--- config.mk ---
export PLATFORM = sky130hd
export DESIGN_NAME = rvsteel_spi_peripheral_flat
export DESIGN_NICKNAME = d
export VERILOG_FILES = /design/src/rtl/rvsteel_spi_peripheral_if.sv /design/src/rtl/rvsteel_spi_peripheral.sv /design/src/flat_wrapper.sv
export SDC_FILE = /design/constraint.sdc
export NUM_CORES = 1
export LEC_CHECK = 0
export BUFFER_PORTS_ARGS = -buffer_cell sky130_fd_sc_hd__buf_2
export CAP_MARGIN = 20
export CORE_MARGIN = 4
export CORE_UTILIZATION = 54
export CTS_CLUSTER_SIZE = 8
export DETAILED_ROUTE_END_ITERATION = 6
export PLACE_DENSITY = 0.82
export SLEW_MARGIN = 20
export SYNTH_ARGS = -nofsm -noshare
export SYNTH_HDL_FRONTEND = slang
export SYNTH_SLANG_ARGS = --single-unit
--- constraint.sdc ---
create_clock -name clock -period 2.01 [get_ports clock]
set_input_delay 0.402 -clock clock [delete_from_list [all_inputs] [get_ports clock]]
set_output_delay 0.402 -clock clock [all_outputs]
set_load 0.02 [all_outputs]
--- src/rtl/rvsteel_spi_peripheral_if.sv ---
// ---------------------------------------------------------------------------
// rvsteel_spi_peripheral_if
//
// Bundles every non-clock/reset signal of the SPI peripheral:
//   cpol, cpha        mode select (controller side drives, peripheral reads)
//   sclk, pico, cs    SPI pins from the controller (asynchronous to clock)
//   poci, poci_oe     SPI data back to the controller and its output enable
//   tx_data/valid/ready  one-byte transmit holding buffer
//   rx_data/valid/ready  received byte
//   overrun           one-cycle pulse when a byte is overwritten unread
//   dbg_active        FSM state (1 = ACTIVE, 0 = IDLE)
//   dbg_bit_cnt       number of bits sampled in the current byte
//
// Handshake rule for both tx and rx: a transfer happens on a rising clock
// edge where valid and ready are both 1. valid, once raised, holds its data
// until that edge; ready may rise or fall at any time.
//
// Modports: slave is the peripheral, master is whatever drives it.
// ---------------------------------------------------------------------------
interface rvsteel_spi_peripheral_if;
    logic       cpol;
    logic       cpha;
    logic       sclk;
    logic       pico;
    logic       cs;
    logic       poci;
    logic       poci_oe;
    logic [7:0] tx_data;
    logic       tx_valid;
    logic       tx_ready;
    logic [7:0] rx_data;
    logic       rx_valid;
    logic       rx_ready;
    logic       overrun;
    logic       dbg_active;
    logic [2:0] dbg_bit_cnt;

    modport slave (
        input  cpol, cpha, sclk, pico, cs, tx_data, tx_valid, rx_ready,
        output poci, poci_oe, tx_ready, rx_data, rx_valid, overrun,
               dbg_active, dbg_bit_cnt
    );

    modport master (
        output cpol, cpha, sclk, pico, cs, tx_data, tx_valid, rx_ready,
        input  poci, poci_oe, tx_ready, rx_data, rx_valid, overrun,
               dbg_active, dbg_bit_cnt
    );
endinterface

--- src/rtl/rvsteel_spi_peripheral.sv ---
// ---------------------------------------------------------------------------
// rvsteel_spi_peripheral
//
// SPI target running entirely on the system clock. sclk, cs and pico are
// oversampled through SYNC_STAGES synchronizer flops; one more flop on the
// synced sclk gives edge detection. All four CPOL/CPHA modes, MSB first,
// 8-bit frames.
//
// Ports:
//   clock   system clock (sclk must be at most clock/8)
//   reset   asynchronous active-low reset
//   bus     rvsteel_spi_peripheral_if.slave (SPI pins, tx/rx handshakes,
//           overrun pulse, FSM debug state)
// ---------------------------------------------------------------------------
module rvsteel_spi_peripheral #(
    parameter int SYNC_STAGES = 2
) (
    input  logic                         clock,
    input  logic                         reset,
    rvsteel_spi_peripheral_if.slave      bus
);

    typedef enum logic {
        IDLE   = 1'b0,
        ACTIVE = 1'b1
    } state_t;

    // Synchronizers
    logic [SYNC_STAGES-1:0] sclk_sync_q, sclk_sync_d;
    logic [SYNC_STAGES-1:0] cs_sync_q,   cs_sync_d;
    logic [SYNC_STAGES-1:0] pico_sync_q, pico_sync_d;
    logic                   sclk_prev_q, sclk_prev_d;

    // Control
    state_t     state_q,   state_d;
    logic       cpol_q,    cpol_d;
    logic       cpha_q,    cpha_d;
    logic [2:0] bit_cnt_q, bit_cnt_d;

    // Receive path (only 7 bits need storing; the 8th comes straight from pico)
    logic [6:0] rx_shift_q, rx_shift_d;
    logic [7:0] rx_data_q,  rx_data_d;
    logic       rx_valid_q, rx_valid_d;
    logic       overrun_q,  overrun_d;

    // Transmit path
    logic [7:0] tx_shift_q, tx_shift_d;
    logic [7:0] tx_buf_q,   tx_buf_d;
    logic       tx_full_q,  tx_full_d;

    // Combinational helpers
    logic sclk_s, cs_s, pico_s;
    logic lead_edge, trail_edge, sample_edge, shift_edge;
    logic load, tx_write;

    always_comb begin
        sclk_sync_d = {sclk_sync_q[SYNC_STAGES-2:0], bus.sclk};
        cs_sync_d   = {cs_sync_q[SYNC_STAGES-2:0],   bus.cs};
        pico_sync_d = {pico_sync_q[SYNC_STAGES-2:0], bus.pico};

        sclk_s = sclk_sync_q[SYNC_STAGES-1];
        cs_s   = cs_sync_q[SYNC_STAGES-1];
        pico_s = pico_sync_q[SYNC_STAGES-1];
        sclk_prev_d = sclk_s;

        // Leading edge leaves the idle level, trailing edge returns to it.
        lead_edge   = (sclk_prev_q == cpol_q) && (sclk_s != cpol_q);
        trail_edge  = (sclk_prev_q != cpol_q) && (sclk_s == cpol_q);
        sample_edge = cpha_q ? trail_edge : lead_edge;
        shift_edge  = cpha_q ? lead_edge  : trail_edge;

        state_d    = state_q;
        cpol_d     = cpol_q;
        cpha_d     = cpha_q;
        bit_cnt_d  = bit_cnt_q;
        rx_shift_d = rx_shift_q;
        rx_data_d  = rx_data_q;
        rx_valid_d = rx_valid_q;
        overrun_d  = 1'b0;
        tx_shift_d = tx_shift_q;
        tx_buf_d   = tx_buf_q;
        tx_full_d  = tx_full_q;
        load       = 1'b0;
        tx_write   = bus.tx_valid && !tx_full_q;

        // Consumer handshake; a byte completing this same cycle re-sets rx_valid below.
        if (rx_valid_q && bus.rx_ready) begin
            rx_valid_d = 1'b0;
        end

        case (state_q)
            IDLE: begin
                if (!cs_s) begin
                    state_d   = ACTIVE;
                    cpol_d    = bus.cpol;
                    cpha_d    = bus.cpha;
                    bit_cnt_d = 3'd0;
                    // With cpha=0 the first bit must be on poci before the first edge.
                    load      = !bus.cpha;
                end
            end
            ACTIVE: begin
                if (cs_s) begin
                    // Abandon whatever byte is in flight; the holding buffer survives.
                    state_d    = IDLE;
                    bit_cnt_d  = 3'd0;
                    rx_shift_d = 7'd0;
                    tx_shift_d = 8'd0;
                end else begin
                    if (sample_edge) begin
                        rx_shift_d = {rx_shift_q[5:0], pico_s};
                        bit_cnt_d  = bit_cnt_q + 3'd1;
                        if (bit_cnt_q == 3'd7) begin
                            rx_data_d  = {rx_shift_q, pico_s};
                            rx_valid_d = 1'b1;
                            overrun_d  = rx_valid_q && !bus.rx_ready;
                        end
                    end
                    // A shift edge seen with bit_cnt at 0 is the byte boundary:
                    // for cpha=0 it follows the 8th sample, for cpha=1 it is the
                    // first edge of a byte. Either way the next byte is loaded.
                    if (shift_edge) begin
                        if (bit_cnt_q == 3'd0) begin
                            load = 1'b1;
                        end else begin
                            tx_shift_d = {tx_shift_q[6:0], 1'b0};
                        end
                    end
                end
            end
            default: begin
                state_d = IDLE;
            end
        endcase

        if (load) begin
            tx_shift_d = tx_full_q ? tx_buf_q : 8'h00;
            tx_full_d  = 1'b0;
        end
        // A write in the same cycle as a load lands after it and stays buffered.
        if (tx_write) begin
            tx_buf_d  = bus.tx_data;
            tx_full_d = 1'b1;
        end
    end

    always_ff @(posedge clock or negedge reset) begin
        if (!reset) begin
            sclk_sync_q <= '0;
            cs_sync_q   <= '1;
            pico_sync_q <= '0;
            sclk_prev_q <= 1'b0;
            state_q     <= IDLE;
            cpol_q      <= 1'b0;
            cpha_q      <= 1'b0;
            bit_cnt_q   <= 3'd0;
            rx_shift_q  <= 7'd0;
            rx_data_q   <= 8'h00;
            rx_valid_q  <= 1'b0;
            overrun_q   <= 1'b0;
            tx_shift_q  <= 8'h00;
            tx_buf_q    <= 8'h00;
            tx_full_q   <= 1'b0;
        end else begin
            sclk_sync_q <= sclk_sync_d;
            cs_sync_q   <= cs_sync_d;
            pico_sync_q <= pico_sync_d;
            sclk_prev_q <= sclk_prev_d;
            state_q     <= state_d;
            cpol_q      <= cpol_d;
            cpha_q      <= cpha_d;
            bit_cnt_q   <= bit_cnt_d;
            rx_shift_q  <= rx_shift_d;
            rx_data_q   <= rx_data_d;
            rx_valid_q  <= rx_valid_d;
            overrun_q   <= overrun_d;
            tx_shift_q  <= tx_shift_d;
            tx_buf_q    <= tx_buf_d;
            tx_full_q   <= tx_full_d;
        end
    end

    assign bus.poci        = tx_shift_q[7];
    assign bus.poci_oe     = (state_q == ACTIVE);
    assign bus.tx_ready    = !tx_full_q;
    assign bus.rx_data     = rx_data_q;
    assign bus.rx_valid    = rx_valid_q;
    assign bus.overrun     = overrun_q;
    assign bus.dbg_active  = (state_q == ACTIVE);
    assign bus.dbg_bit_cnt = bit_cnt_q;

endmodule
--- src/flat_wrapper.sv ---
// flat-port wrapper written by rule: the top's interface ports become plain ports
module rvsteel_spi_peripheral_flat 
#(
    parameter int SYNC_STAGES = 2
)
  (clock, reset, bus_cpol, bus_cpha, bus_sclk, bus_pico, bus_cs, bus_tx_data, bus_tx_valid, bus_rx_ready, bus_poci, bus_poci_oe, bus_tx_ready, bus_rx_data, bus_rx_valid, bus_overrun, bus_dbg_active, bus_dbg_bit_cnt);
  rvsteel_spi_peripheral_if bus_i ();
  input  logic clock;
  input  logic reset;
  input wire logic [$bits(bus_i.cpol)-1:0] bus_cpol;
  input wire logic [$bits(bus_i.cpha)-1:0] bus_cpha;
  input wire logic [$bits(bus_i.sclk)-1:0] bus_sclk;
  input wire logic [$bits(bus_i.pico)-1:0] bus_pico;
  input wire logic [$bits(bus_i.cs)-1:0] bus_cs;
  input wire logic [$bits(bus_i.tx_data)-1:0] bus_tx_data;
  input wire logic [$bits(bus_i.tx_valid)-1:0] bus_tx_valid;
  input wire logic [$bits(bus_i.rx_ready)-1:0] bus_rx_ready;
  output wire logic [$bits(bus_i.poci)-1:0] bus_poci;
  output wire logic [$bits(bus_i.poci_oe)-1:0] bus_poci_oe;
  output wire logic [$bits(bus_i.tx_ready)-1:0] bus_tx_ready;
  output wire logic [$bits(bus_i.rx_data)-1:0] bus_rx_data;
  output wire logic [$bits(bus_i.rx_valid)-1:0] bus_rx_valid;
  output wire logic [$bits(bus_i.overrun)-1:0] bus_overrun;
  output wire logic [$bits(bus_i.dbg_active)-1:0] bus_dbg_active;
  output wire logic [$bits(bus_i.dbg_bit_cnt)-1:0] bus_dbg_bit_cnt;
  assign bus_i.cpol = bus_cpol;
  assign bus_i.cpha = bus_cpha;
  assign bus_i.sclk = bus_sclk;
  assign bus_i.pico = bus_pico;
  assign bus_i.cs = bus_cs;
  assign bus_i.tx_data = bus_tx_data;
  assign bus_i.tx_valid = bus_tx_valid;
  assign bus_i.rx_ready = bus_rx_ready;
  assign bus_poci = bus_i.poci;
  assign bus_poci_oe = bus_i.poci_oe;
  assign bus_tx_ready = bus_i.tx_ready;
  assign bus_rx_data = bus_i.rx_data;
  assign bus_rx_valid = bus_i.rx_valid;
  assign bus_overrun = bus_i.overrun;
  assign bus_dbg_active = bus_i.dbg_active;
  assign bus_dbg_bit_cnt = bus_i.dbg_bit_cnt;
  rvsteel_spi_peripheral #(.SYNC_STAGES(SYNC_STAGES)) u_core (.clock(clock), .reset(reset), .bus(bus_i));
endmodule
==> impl_metrics.env <==
export IMPL_status="complete, no violations"
export IMPL_start_kind="flop"
export IMPL_combinationalPowerShare_pct=13.9
export IMPL_die_area_sq_um=4590
export IMPL_vdd_ir_drop_max_mv=0.607
export IMPL_post_drt_wl_per_cell_um=13.9
export IMPL_portBuffers=33
export IMPL_path_clk_slew_ns=0.13
export IMPL_power_uw=2130
export IMPL_grt_usage_pct=17.0
export IMPL_min_to="u_core.cs_sync_q[0]"
export IMPL_relSlewSlack_pct=47.6
export IMPL_switching_power_uw=554
export IMPL_switching_share_pct=26.0
export IMPL_hpwl_um=2480
export IMPL_grt_max_degree=25
export IMPL_pin_count=34
export IMPL_r2r_start="u_core.cpol_q"
export IMPL_totalWireLength_um=3290
export IMPL_drv_slew=0
export IMPL_ant_nets=0
export IMPL_cts_resized=0
export IMPL_critPathKind="reg2reg"
export IMPL_post_cts_buffers=0
export IMPL_synth_edf_count=0
export IMPL_grt_pass1_vias=1266
export IMPL_area_growth_pct=17.0
export IMPL_powerDensity_nw_per_um2=945
export IMPL_cts_tree="done"
export IMPL_drive_gt1_share_pct=32.5
export IMPL_fp_dieH_um=67.7
export IMPL_grt_setup_unrepaired="false"
export IMPL_hold_depth=1
export IMPL_syn_area_sq_um=1930
export IMPL_final_core_util_pct=66.5
export IMPL_cts_root_buf="clkbuf_4"
export IMPL_clkLatencyLatePin_ns=0.37
export IMPL_insertedDiodeCount=0
export IMPL_min_from="bus_cs"
export IMPL_dpl_cell_count=228
export IMPL_worstMarginPinSlew_ns=0.784
export IMPL_rrSetupSlack_ns=0.32
export IMPL_dieWidth_um=67.7
export IMPL_cts_buffer_depth=2
export IMPL_reg2reg_depth=4
export IMPL_ys_seq_area_share_pct=61.2
export IMPL_crit_path_end_kind="flop"
export IMPL_dr_pass1_iters=7
export IMPL_overflow=0
export IMPL_hold_path_class="in2reg"
export IMPL_drt_iter0_markers=69
export IMPL_async_flop_share_pct=100
export IMPL_clkPwrFrac_pct=33.4
export IMPL_syn_nets=175
export IMPL_ys_ff_latch=47
export IMPL_finalSetupViolCount=0
export IMPL_max_freq_ghz=0.593
export IMPL_via_per_inst=5.43
export IMPL_yosys_warnings=0
export IMPL_netlist_instances=155
export IMPL_start_util_pct=56.8
export IMPL_grt_pass1_wl_um=5600
export IMPL_fin_crit_sh_pct=83.9
export IMPL_synth_ff_type="dfrtp_1"
export IMPL_core_rowCount=21
export IMPL_core_area_sq_um=3390
export IMPL_gp_congestion=0.759
export IMPL_cts_buffers=5
export IMPL_finalSetupTns_ns=0
export IMPL_cp_max_fo=10
export IMPL_critPathRequiredTime_ns=2.32
export IMPL_htree_levels=2
export IMPL_p_seq_share_pct=52.7
export IMPL_netlist_top_cells_area="dfrtp_1 58%, mux2_2 7.0%, nand3_1 3.9%"
export IMPL_crit_arrival_ns=2.00
export IMPL_vias=1286
export IMPL_cts_sinks=47
export IMPL_finalClockSkew_ns=0.0144
export IMPL_leakage_uw=0.00111
export IMPL_maxCapViolations=0
export IMPL_antenna_found_initial=0
export IMPL_yosysTopAreaCell="dfrtp_1"
export IMPL_stdcell_count=237
export IMPL_route_detailed_drc=0
export IMPL_nets=210
export IMPL_period_minus_slack_ns=1.69
export IMPL_hold_viol_final=0
export IMPL_r2r_end="u_core.rx_shift_q[5]"
export IMPL_syn_area_per_cell_sq_um=12.4
export IMPL_synth_cell_type_count=32
export IMPL_cellInternalPower_uw=1580
export IMPL_yosys_area_top_type_share_pct=58.5
[per-layer routing]
layer | track usage (%) | vias up | part of all wire (%)
met3 | 6.16 | 5 | 6.7
met2 | 29.3 | 44 | 52
met4 | 8.35 | 0 | 1.3
met5 | 0 | - | 0
li1 | - | 608 | -
met1 | 18.4 | 629 | 40
[power groups by stage]
stage	clock network (uW)	registers (uW)	logic [uW]
6_report	711	1120	295
4_1_cts	725	1120	301
3_5_place_dp	0	1140	298
5_1_grt	767	1140	333
3_3_place_gp	0	1130	279
2_1_floorplan	0	1130	202
[state kept, by name, indices dropped and copies added (netlist names)]
signal / flops
u_core.cpha_q: 1
u_core.tx_buf_q: 8
u_core.bus.dbg_active: 1
u_core.tx_shift_q: 8
u_core.bus.rx_data: 8
u_core.bus.rx_valid: 1
u_core.sclk_sync_q: 2
u_core.rx_shift_q: 7
u_core.bus.dbg_bit_cnt: 3
u_core.pico_sync_q: 2
u_core.cpol_q: 1
u_core.tx_full_q: 1
u_core.cs_sync_q: 2
u_core.sclk_prev_q: 1
u_core.bus.overrun: 1
[logic make-up after synthesis]
kind of cell	after synthesis	share of synthesized area [%]
XOR/XNOR	1	0.845
AND/OR/NAND/NOR	42	12.5
adder cells (fa/ha/maj)	3	1.95
buffers and inverters	19	4.09
flip-flops	47	61.2
multiplexers	13	7.73
AO/OA/AOI/OAI	30	11.7
[cells in the final DEF (no fill, tap or decap), types with 3 or more instances in the layout]
cell,count
o21ai_0,8
buf_2,33
nand2_1,9
clkbuf_4,5
mux2_2,12
inv_1,12
nand3_1,15
o211ai_1,7
ha_1,3
dfrtp_1,45
nand2b_1,4
a22o_1,8
[Yosys cell counts, drive strengths merged, types with 3 or more instances]
library cell	number
a22o	8
o21ai	10
nand2b	4
dfrtp	45
buf	5
mux2	12
ha	3
nand2	9
nand3	16
inv	12
o211ai	7
[critical path: stages, from the launching register on]
cell and delay [ns]:
dfrtp_1 0.43, xnor2_2 0.26, mux2i_2 0.36, and2_1 0.39, a22o_1 0.20
[cell type report]
type	count	area [sq um]
Clock buffer	5	37.5
Clock inverter	3	71.3
Fill cell	262	1140
Inverter	12	45.0
Multi-Input combinational cell	89	668
Sequential cell	47	1180
Tap cell	46	57.6
Timing Repair Buffer	35	195
[worst max-delay path by stage]
stage                                    from                   endpoint  cells after the start
floorplan           u_core.bus.dbg_bit_cnt[0]       u_core.tx_shift_q[1]                      7
global placement                u_core.cpol_q       u_core.rx_shift_q[0]                      4
detailed placement              u_core.cpol_q  u_core.bus.dbg_bit_cnt[0]                      4
CTS                             u_core.cpol_q       u_core.rx_shift_q[5]                      4
global route                    u_core.cpol_q       u_core.rx_shift_q[5]                      4
finish                          u_core.cpol_q       u_core.rx_shift_q[5]                      4
[repair_timing]
action | in CTS | in global routing
endpoints found under the setup margin | 0 | 0
endpoints found under the hold margin | 23 | 0
hold buffers | 1 | 0
[per-stage QoR]
stage	area (sq um)	worst slack [ns]	hold slack, ns
6_report	2250	0.324	0.116
5_1_grt	2250	0.170	0.0800
4_1_cts	2250	0.305	0.0961
3_5_place_dp	2130	0.329	0.337
3_3_place_gp	2130	0.399	0.333
2_1_floorplan	1930	0.436	0.106
No activity file was read; power rests on OpenSTA's default activity.
